<file path="src/rtl/down_counter_if.sv">
// down_counter_if: load/hold controls and count/borrow/busy status of a down_counter.
interface down_counter_if #(parameter int n = 4);
    logic         Start;
    logic [n-1:0] Load_val;
    logic         Hold;
    logic [n-1:0] Q;
    logic         borrow;
    logic         busy;
    modport master (output Start, Load_val, Hold, input Q, borrow, busy);
    modport slave  (input Start, Load_val, Hold, output Q, borrow, busy);
endinterface

</file>
<file path="src/rtl/down_counter.sv">
// down_counter: loadable modulo-k down-counter with registered one-cycle borrow on wrap.
module down_counter #(
    parameter int n      = 4,
    parameter int k      = 10,
    parameter int RELOAD = 1
) (
    input logic          Clock,
    input logic          Reset,
    down_counter_if.slave bus
);
    typedef enum logic {IDLE, RUN} state_t;
    localparam logic [n:0]   k_wide  = (n+1)'(k);
    localparam logic [n-1:0] top_val = n'(k - 1);
    state_t       state, state_nx;
    logic [n-1:0] q_nx, load_q;
    logic         borrow_nx;
    // n+1-bit compare so that k = 2^n never truncates
    assign load_q = ({1'b0, bus.Load_val} >= k_wide || bus.Load_val == '0) ? top_val : bus.Load_val;
    always_comb begin
        state_nx  = state;
        q_nx      = bus.Q;
        borrow_nx = 1'b0;
        if (state == IDLE) begin
            if (bus.Start) begin
                q_nx     = load_q;
                state_nx = RUN;
            end
        end else if (bus.Start) begin
            q_nx = load_q;
        end else if (!bus.Hold) begin
            if (bus.Q != '0) begin
                q_nx = bus.Q - n'(1);
            end else begin
                borrow_nx = 1'b1;
                q_nx      = (RELOAD != 0) ? top_val : '0;
                state_nx  = (RELOAD != 0) ? RUN : IDLE;
            end
        end
    end
    always_ff @(posedge Clock or posedge Reset) begin
        if (Reset) begin
            state      <= IDLE;
            bus.Q      <= '0;
            bus.borrow <= 1'b0;
            bus.busy   <= 1'b0;
        end else begin
            state      <= state_nx;
            bus.Q      <= q_nx;
            bus.borrow <= borrow_nx;
            bus.busy   <= (state_nx == RUN);
        end
    end
endmodule

</file>
<file path="src/flat_wrapper.sv">
// flat-port wrapper written by rule: the top's interface ports become plain ports
module down_counter_flat 
#(
    parameter int n      = 4,
    parameter int k      = 10,
    parameter int RELOAD = 1
)
  (Clock, Reset, bus_Start, bus_Load_val, bus_Hold, bus_Q, bus_borrow, bus_busy);
  down_counter_if #(.n(n)) bus_i ();
  input logic Clock;
  input logic Reset;
  input wire logic [$bits(bus_i.Start)-1:0] bus_Start;
  input wire logic [$bits(bus_i.Load_val)-1:0] bus_Load_val;
  input wire logic [$bits(bus_i.Hold)-1:0] bus_Hold;
  output wire logic [$bits(bus_i.Q)-1:0] bus_Q;
  output wire logic [$bits(bus_i.borrow)-1:0] bus_borrow;
  output wire logic [$bits(bus_i.busy)-1:0] bus_busy;
  assign bus_i.Start = bus_Start;
  assign bus_i.Load_val = bus_Load_val;
  assign bus_i.Hold = bus_Hold;
  assign bus_Q = bus_i.Q;
  assign bus_borrow = bus_i.borrow;
  assign bus_busy = bus_i.busy;
  down_counter #(.n(n), .k(k), .RELOAD(RELOAD)) u_core (.Clock(Clock), .Reset(Reset), .bus(bus_i));
endmodule
</file>
<file path="config.mk">
export PLATFORM = sky130hd
export DESIGN_NAME = down_counter_flat
export DESIGN_NICKNAME = d
export VERILOG_FILES = /design/src/rtl/down_counter_if.sv /design/src/rtl/down_counter.sv /design/src/flat_wrapper.sv
export SDC_FILE = /design/constraint.sdc
export NUM_CORES = 1
export LEC_CHECK = 0
export CORE_AREA = 4 4 41 43
export CTS_CLUSTER_DIAMETER = 80
export DETAILED_ROUTE_END_ITERATION = 10
export DIE_AREA = 0 0 45 47
export SLEW_MARGIN = 20
export SYNTH_ARGS = -nofsm -noshare
export SYNTH_HDL_FRONTEND = slang
export SYNTH_SLANG_ARGS = --single-unit
</file>
<file path="constraint.sdc">
create_clock -name Clock -period 1.4 [get_ports Clock]
set_input_delay 0.35 -clock Clock [delete_from_list [all_inputs] [get_ports Clock]]
set_output_delay 0.35 -clock Clock [all_outputs]
set_load 0.01 [all_outputs]
</file>
; ---- Yosys cells after proc, flatten, opt, wreduce, memory -nomap -nowiden
; Cells that the tools add are included.
[op_classes]
add_sub_neg = 1
muxes = 12
reduce_logical = 5
n_lt_le_gt_ge = 1
n_eq_ne = 1
[ops]
columns = cell, n
row1 = $mux 4, 6
row2 = $mux 1, 6
row3 = $ge 4x4->1 const B, 1
row4 = $logic_not 4->1, 1
row5 = $reduce_bool 4->1, 1
row6 = $sub 4x1->4 const B, 1
row7 = $ne 2x2->1 const B, 1
row8 = $reduce_and 2->1, 1
row9 = $reduce_bool 2->1, 1
row10 = $logic_or 1x1->1, 1
[word_totals]
wordCells = 23
register_bits = 6
output_inout_bits = 6
in_bits = 8

; ---- Logic depth before layout (Yosys ltp)
; Gate-level depths: netlist of run 1.
[logic_depth]
ltp_word = 5
mapped_depth = 3

; ---- Worst setup path after synthesis of run 1
; No wires, ideal clock.
[synth_path]
path_type = reg2reg
from = reg u_core.bus.Q[1]
to = reg u_core.bus.Q[1]
arrival_time_ns = 1.249
period_less_slack_ns = 1.314
required_ns = 1.334
path_buffers = 0
stages_incl_launch_ff = 4
setup_slack_ns = 0.086
setup_time_ns = 0.066
path_cell_list = dfrtp_1 > or4b_4 > o32ai_2 > a22o_1
[synth_via]
elab_chain_len = 5
[synth_rtl]
columns = element, line_no
row1 = from (decl), down_counter_if.sv:10  ; modport slave (input Start, Load_val, Hold, output Q, borrow, busy);
row2 = from (signal assigned), down_counter.sv:48  ; bus.Q <= q_nx;
row3 = $sub 4x1->4 or $reduce_bool 4->1 (tied branches), "down_counter.sv:32, down_counter.sv:31"
row4 = $mux 4 *, down_counter.sv:31  ; if (bus.Q != '0) begin
row5 = $mux 4 *, down_counter.sv:30  ; end else if (!bus.Hold) begin
row6 = $mux 4 *, down_counter.sv:28  ; end else if (bus.Start) begin
row7 = $mux 4 *, down_counter.sv:23  ; if (state == IDLE) begin
; Every way passes the cells marked *; elsewhere a longest branch is shown, timed or not. The select of a mux whose other input is x is not followed.
; A chain may end at the register's enable or synchronous reset.

; ---- Final worst setup path of run 1
; Same ends and word-level chain as after synthesis.

==> metrics.yaml, run 1 <==
netlist_instances: 35
powerDensity_mw_per_mm2: 968
io_pins: 14
gp_routability_congestion: 0.810
synthesis.yosys.warnings: 0
routed_wl_um: 897
timing.fmax_ghz: 0.741
cp_slowest_cell: "or4b_4"
grt-ovfl-total: 0
antenna-diode-count: 0
worst_skew_pair_later_pin_latency_ns: 0.25
critPathCaptureType: "flop"
synth.ff_latch_count: 6
timing.final.max_slew_violations: 0
root_buffer: "clkbuf_4"
critPathTopFamily: "simple AND/OR/NAND/NOR gates"
cts_tree: "done"
drt-met1-wl_um: 431
met2WireLength_um: 354
nets: 67
wire_length_of_the_first_global_routing_pass_mm: 1.51
met3_length_um: 94
outcome: "finished, final reports clean"
timing.critical_path.cells: "or4b_4, o32ai_2, a22o_1"
critical_path.startpoint_type: "flop"
count_of_buffers_from_port_buffering: 13
setup_tns_ns: 0
detail_route.drc_violations: 0
post_route_cells_drive_above_1_share_pct: 29.8
fp-row-count: 13
top_signal_layer_used: "met4"
final_cell_mix: "7 x dlygate4sd2_1, 6 x clkdlybuf4s50_1, 6 x dfrtp_1, 5 x buf_4, 4 x inv_1"
first_global_vias: 357
cp.arrival_ns: 1.54
synth_simple_gate_area_share_pct: 22.7
r2r_cells: 3
avgViaCountPerCell: 4.94
synthMuxAreaShare_pct: 0
drv.max_cap_violation_count: 0
fill_count: 137
cts-buffers-inserted: 3
fp.dieW_um: 45
synth-xor-area-share_pct: 4.96
count_of_endpoints_failing_setup_in_the_final_report: 0
clk_pin_slew_ns: 0.05
reg2reg_to: "u_core.bus.Q[1]"
drt-pass1-iter-count: 4
fraction_of_the_mapped_netlist_area_in_compound_gates_pct: 25.5
hold_class: "input port to asynchronous set/reset pin"
cts_max_level: 1
fraction_of_the_mapped_netlist_area_in_adder_cells_pct: 0
largest_family_of_logic_cells_by_synthesized_area: "compound AO/OA/AOI/OAI gates"
rsz0062_at_grt: "no"
sequential_element_share_of_the_synthesized_area_pct: 42.6
largest_net_degree_at_the_start_of_global_routing: 9
tightestPinTransition_ns: 0.232
holdBufCountCts: 0
worst-r2r-setup-slack_ns: 0.05
ant_nets: 0
final.period_utilization_pct: 96.4
criticalPathCategory: "flop to flop"
mapped_cell_area_um2: 353
post_synth.cell_area_avg_um2: 10.1
initial_core_util_pct: 27.1
critical_path_required_ns: 1.59
avgRoutedWirePerCell_um: 12.5
crit_path_max_incr_delay_ns: 0.58
worst-path-stages: 3
antenna_found_initial: 0
layout.cells.most_common: "dlygate4sd2_1"
power_leakage_nw: 0.260
floorplan.die_area_mm2: 0.00212
dr_total_vias: 356
fin_worst_skew_ns: 0.00605
timing.max_slew.rel_slack_pct: 84.4
post_cts.repair.setup_buffers: 0
worst-path-buf-inv: 0
postPlaceCellArea_um2: 547
core_area_mm2: 0.00130
synth.lib_cells_used.distinct: 19
critical_path.max_fanout: 5
first_iter_violations: 3
vdd_drop_max_mv: 0.461
timing.final.hold_violations: 0
groute.usage.overall_pct: 10.9
cts_max_path_bufs: 2
finalInstanceArea_um2: 587
die_h_um: 47
number_of_nets_produced_by_synthesis: 43
regToRegStartpoint: "u_core.bus.Q[1]"
cts.sinks: 6
areaGrowthSynthToFinish_pct: 66.3
final_min_period_ns: 1.35
dp_hpwl_um: 654
==> sequential cells by signal, summed over array words and instances, names as in the netlist <==
name / cells
u_core.bus.Q: 4
u_core.bus.busy: 1
u_core.bus.borrow: 1
==> cells by family (layout without fill, tap and decap cells) <==
kind of cell	count (synthesis)	in the layout
flops	6	6
buf+inv	4	26
xor+xnor	2	2
compound gates	10	10
simple gates	13	13
==> how the worst max path moves through the flow <==
stage	start	endpoint	slack, ns
after global placement	bus_Start	u_core.bus.Q[3]	-0.32
final	u_core.bus.Q[1]	u_core.bus.Q[1]	0.05
after global routing	u_core.bus.Q[1]	u_core.bus.Q[1]	0.001
after detailed placement	bus_Start	u_core.bus.Q[2]	-0.34
after floorplan	u_core.bus.Q[1]	u_core.bus.Q[1]	0.09
after CTS	u_core.bus.Q[1]	u_core.bus.Q[1]	0.06
==> per-stage QoR <==
step / setup WS [ns] / power, mW / instances / hold WS, ns / util [%]
after floorplan: 0.0856 / 0.300 / 35 / 0.141 / -
after global placement: -0.318 / 0.408 / 69 / 0.547 / 42.0
after detailed placement: -0.341 / 0.406 / 69 / 0.552 / 42.0
after CTS: 0.0554 / 0.576 / 72 / 0.318 / 44.6
after global routing: 0.000955 / 0.614 / 72 / 0.318 / 45.1
final: 0.0509 / 0.568 / 72 / 0.310 / 45.1
==> report_power, final <==
group	total [mW]	internal, mW	switching, mW	leakage, nW
clock	0.166	0.0973	0.0682	0.0138
combinational	0.194	0.108	0.0858	0.176
sequential	0.208	0.193	0.0150	0.0701
total	0.568	0.399	0.169	0.260
==> cell type report <==
cell class | instances | area, um^2 | share of cell area [%]
multi-input cells | 25 | 210 | 35.8
inverters | 4 | 15.0 | 2.56
well taps | 15 | 18.8 | 3.20
clock buffers | 3 | 22.5 | 3.84
repair buffers | 19 | 170 | 29.0
flip-flops and latches | 6 | 150 | 25.6
==> repair_timing <==
action                                  4_1_cts  5_1_grt
pin swaps                                     3        0
gates cloned                                  0        0
endpoints found under the setup margin       10        1
resized for setup                            11        1
==> synthesized netlist by cell type <==
cell type	number	area share, %
dfrtp_1	6	43
inv_1	4	4.3
nand2b_1	3	5.3
nor2_1	3	3.2
a22o_1	2	5.0
nor3_1	2	2.8
o32ai_1	2	5.0
xnor2_1	2	5.0
a21oi_1	1	1.4
a2bb2oi_1	1	2.5
a311oi_1	1	2.5
a31oi_1	1	1.8
and2b_1	1	2.1
nor2b_1	1	1.8
nor4_1	1	1.8
o21ba_2	1	2.8
o32ai_2	1	4.6
or2_2	1	1.8
or4b_4	1	3.9
==> layer usage <==
metal / vias to the layer above / global-route usage, %
met5: - / 0
met4: 0 / 7.02
met3: 2 / 7.28
met2: 18 / 13.8
met1: 159 / 13.1
li1: 177 / -
Power figures use the tool's default switching activity.
==> inputs of run 2 (changes only) <==
Settings changed: CELL_PAD_IN_SITES_DETAIL_PLACEMENT set to 0, CELL_PAD_IN_SITES_GLOBAL_PLACEMENT set to 1, PLACE_DENSITY_LB_ADDON set to 0.1.
==> metrics.yaml, run 2 (synthesized netlist as in run 1, its figures left out) <==
layout.core_utilization_pct: 48.9  # was 45.1%
avgRoutedWirePerCell_um: 13.7  # was 12.5 um
violations: "setup timing"
criticalPathCategory: "flop to flop"  # unchanged
detail_route.drc_violations: 0  # unchanged
post_route_cells_drive_above_1_share_pct: 35.5  # was 29.8%
r2r_cells: 4  # was 3
nets: 72  # was 67
drv.max_cap_violation_count: 0  # unchanged
dr_total_vias: 371  # was 356
ant_nets: 0  # unchanged
rsz0062_at_grt: "yes"  # was no
grtUsageMet3_pct: 1.53  # was 7.28%
gp_routability_congestion: 0.782  # was 0.810
cts_max_path_bufs: 2  # unchanged
critical_path_required_ns: 1.58  # was 1.59 ns
dpl.cell_count: 70  # was 69
count_of_endpoints_failing_setup_in_the_final_report: 2  # was 0
fin_worst_skew_ns: 0.000627  # was 0.00605 ns
initial_core_util_pct: 27.1  # unchanged
largest_register_ffs: 4  # unchanged
layout.cells.most_common: "buf_4"  # was dlygate4sd2_1
cp.arrival_ns: 1.64  # was 1.54 ns
fp.dieW_um: 45  # unchanged
groute.usage.overall_pct: 10.8  # was 10.9%
grt_busiest_layer: "met2"  # unchanged
grt_met2_usage_pct: 18.6  # was 13.8%
layout_cells_excl_fill: 77  # was 72
areaGrowthSynthToFinish_pct: 80.5  # was 66.3%
worst-r2r-setup-slack_ns: -0.06  # was 0.05 ns
preCtsSetupSlack_ns: -0.342  # was -0.341 ns
crit_path_max_incr_delay_ns: 0.56  # was 0.58 ns
grt-ovfl-total: 0  # unchanged
regToRegStartpoint: "u_core.bus.Q[1]"  # unchanged
reg_top3: "u_core.bus.Q (4), u_core.bus.borrow (1), u_core.bus.busy (1)"  # unchanged
floorplan.die_area_mm2: 0.00212  # unchanged
final_cell_mix: "11 x buf_4, 6 x clkdlybuf4s50_1, 6 x dfrtp_1, 5 x dlygate4sd2_1, 4 x inv_1"  # was 7 x dlygate4sd2_1, 6 x clkdlybuf4s50_1, 6 x dfrtp_1, 5 x buf_4, 4 x inv_1
root_buffer: "clkbuf_4"  # unchanged
termination_of_the_worst_setup_path: "u_core.bus.Q[1]"  # unchanged
dp_hpwl_um: 760  # was 654 um
vdd_drop_max_mv: 0.497  # was 0.461 mV
final_min_period_ns: 1.46  # was 1.35 ns
power_leakage_nw: 0.292  # was 0.260 nW
tightestPinTransition_ns: 0.393  # was 0.232 ns
setup_ws_ns: -0.0626  # was 0.0509 ns
largest_net_degree_at_the_start_of_global_routing: 8  # was 9
wire_length_of_the_first_global_routing_pass_mm: 1.64  # was 1.51 mm
critPathCaptureType: "flop"  # unchanged
critPathTopFamily: "simple AND/OR/NAND/NOR gates"  # unchanged
avgViaCountPerCell: 4.82  # was 4.94
routed_wl_mm: 1.06  # was 897 um
count_of_buffers_from_port_buffering: 13  # unchanged
first_global_vias: 392  # was 357
timing.final.max_slew_violations: 0  # unchanged
crit_start: "u_core.bus.Q[1]"  # unchanged
register_ranked_first_by_flip_flop_count: "u_core.bus.Q"  # unchanged
worst-path-stages: 4  # was 3
die_h_um: 47  # unchanged
hold_class: "input port to asynchronous set/reset pin"  # unchanged
worst-path-buf-inv: 1  # was 0
cts_max_level: 1  # unchanged
timing.fmax_ghz: 0.684  # was 0.741 GHz
timing.max_slew.rel_slack_pct: 73.6  # was 84.4%
outcome: "finished with violations"  # was finished, final reports clean
fp-row-count: 13  # unchanged
cp_slowest_cell: "or4b_4"  # unchanged
antenna_found_initial: 0  # unchanged
antenna-diode-count: 0  # unchanged
global_route.usage.met1_pct: 13.2  # was 13.1%
critical_path.startpoint_type: "flop"  # unchanged
powerDensity_mw_per_mm2: 964  # was 968 mW/mm^2
clk_pin_slew_ns: 0.05  # about the same
cts-buffers-inserted: 3  # unchanged
core_area_mm2: 0.00130  # unchanged
timing.hold.ws_ns: 0.330  # was 0.310 ns
first_iter_violations: 3  # unchanged
critical_path.max_fanout: 4  # was 5
drt-pass1-iter-count: 4  # unchanged
cts_tree: "done"  # unchanged
io_pins: 14  # unchanged
cts.sinks: 6  # unchanged
timing.final.hold_violations: 0  # unchanged
reg2reg_to: "u_core.bus.Q[1]"  # unchanged
worst_skew_pair_later_pin_latency_ns: 0.24  # was 0.25 ns
final.period_utilization_pct: 104  # was 96.4%
timing.critical_path.cells: "buf_6, or4b_4, o32ai_2, a22o_1"  # was or4b_4, o32ai_2, a22o_1
run 2: cell type report:
class                   instances  area (um^2)
clock buffers                   3         22.5
fillers                       133          664
inverters                       4         15.0
multi-input cells              25          220
flip-flops and latches          6          150
well taps                      15         18.8
repair buffers                 24          210
run 2: stage by stage:
stage / instance area, um^2 / total power [mW] / setup TNS (ns)
2_1_floorplan: 353 / 0.300 / 0
3_3_place_gp: 554 / 0.410 / -1.29
3_5_place_dp: 554 / 0.411 / -1.29
4_1_cts: 602 / 0.586 / -0.135
5_1_grt: 637 / 0.647 / -0.170
6_report: 637 / 0.614 / -0.0667
run 2: timing repair:
| action | CTS | global route |
|---|---|---|
| hold endpoints to repair | 0 | 0 |
| hold buffers | 0 | 0 |
| buffers inserted | 1 | 3 |
| pin swaps | 5 | 5 |
| resized for setup | 10 | 3 |
| setup endpoints to repair | 10 | 3 |
run 2: how the worst min path moves through the flow:
| stage | start | endpoint |
|---|---|---|
| 6_report | Reset | u_core.bus.busy |
| 2_1_floorplan | Reset | u_core.bus.Q[0] |
| 3_3_place_gp | u_core.bus.busy | u_core.bus.busy |
| 4_1_cts | Reset | u_core.bus.Q[2] |
| 3_5_place_dp | u_core.bus.busy | u_core.bus.busy |
| 5_1_grt | Reset | u_core.bus.Q[2] |
run 2: metal layers:
| layer | wire length (um) | share of wire, % |
|---|---|---|
| met2 | 521 | 49 |
| met4 | 19 | 1.8 |
| met5 | 0 | 0 |
| met3 | 47 | 4.4 |
| met1 | 469 | 44 |
run 2: worst register-to-register path, delay by kind of cell, from the launching register on:
| kind | cells | cell delay, ns |
|---|---|---|
| compound gates | 2 | 0.33 |
| flops | 1 | 0.38 |
| simple gates | 1 | 0.56 |
| buf+inv | 1 | 0.13 |
run 2: power by group:
group | leakage [nW] | internal, mW | total (mW) | switching (mW)
Sequential | 0.0701 | 0.193 | 0.207 | 0.0140
Combinational | 0.209 | 0.140 | 0.244 | 0.104
Clock | 0.0138 | 0.0973 | 0.163 | 0.0661
Total | 0.292 | 0.430 | 0.614 | 0.184
==> inputs of run 3 (changes only) <==
Settings changed: ABC_CLOCK_PERIOD_IN_PS set to 1400.
==> results of run 3 <==
No change in the layout: final DEF, timing and power equal those of run 2.
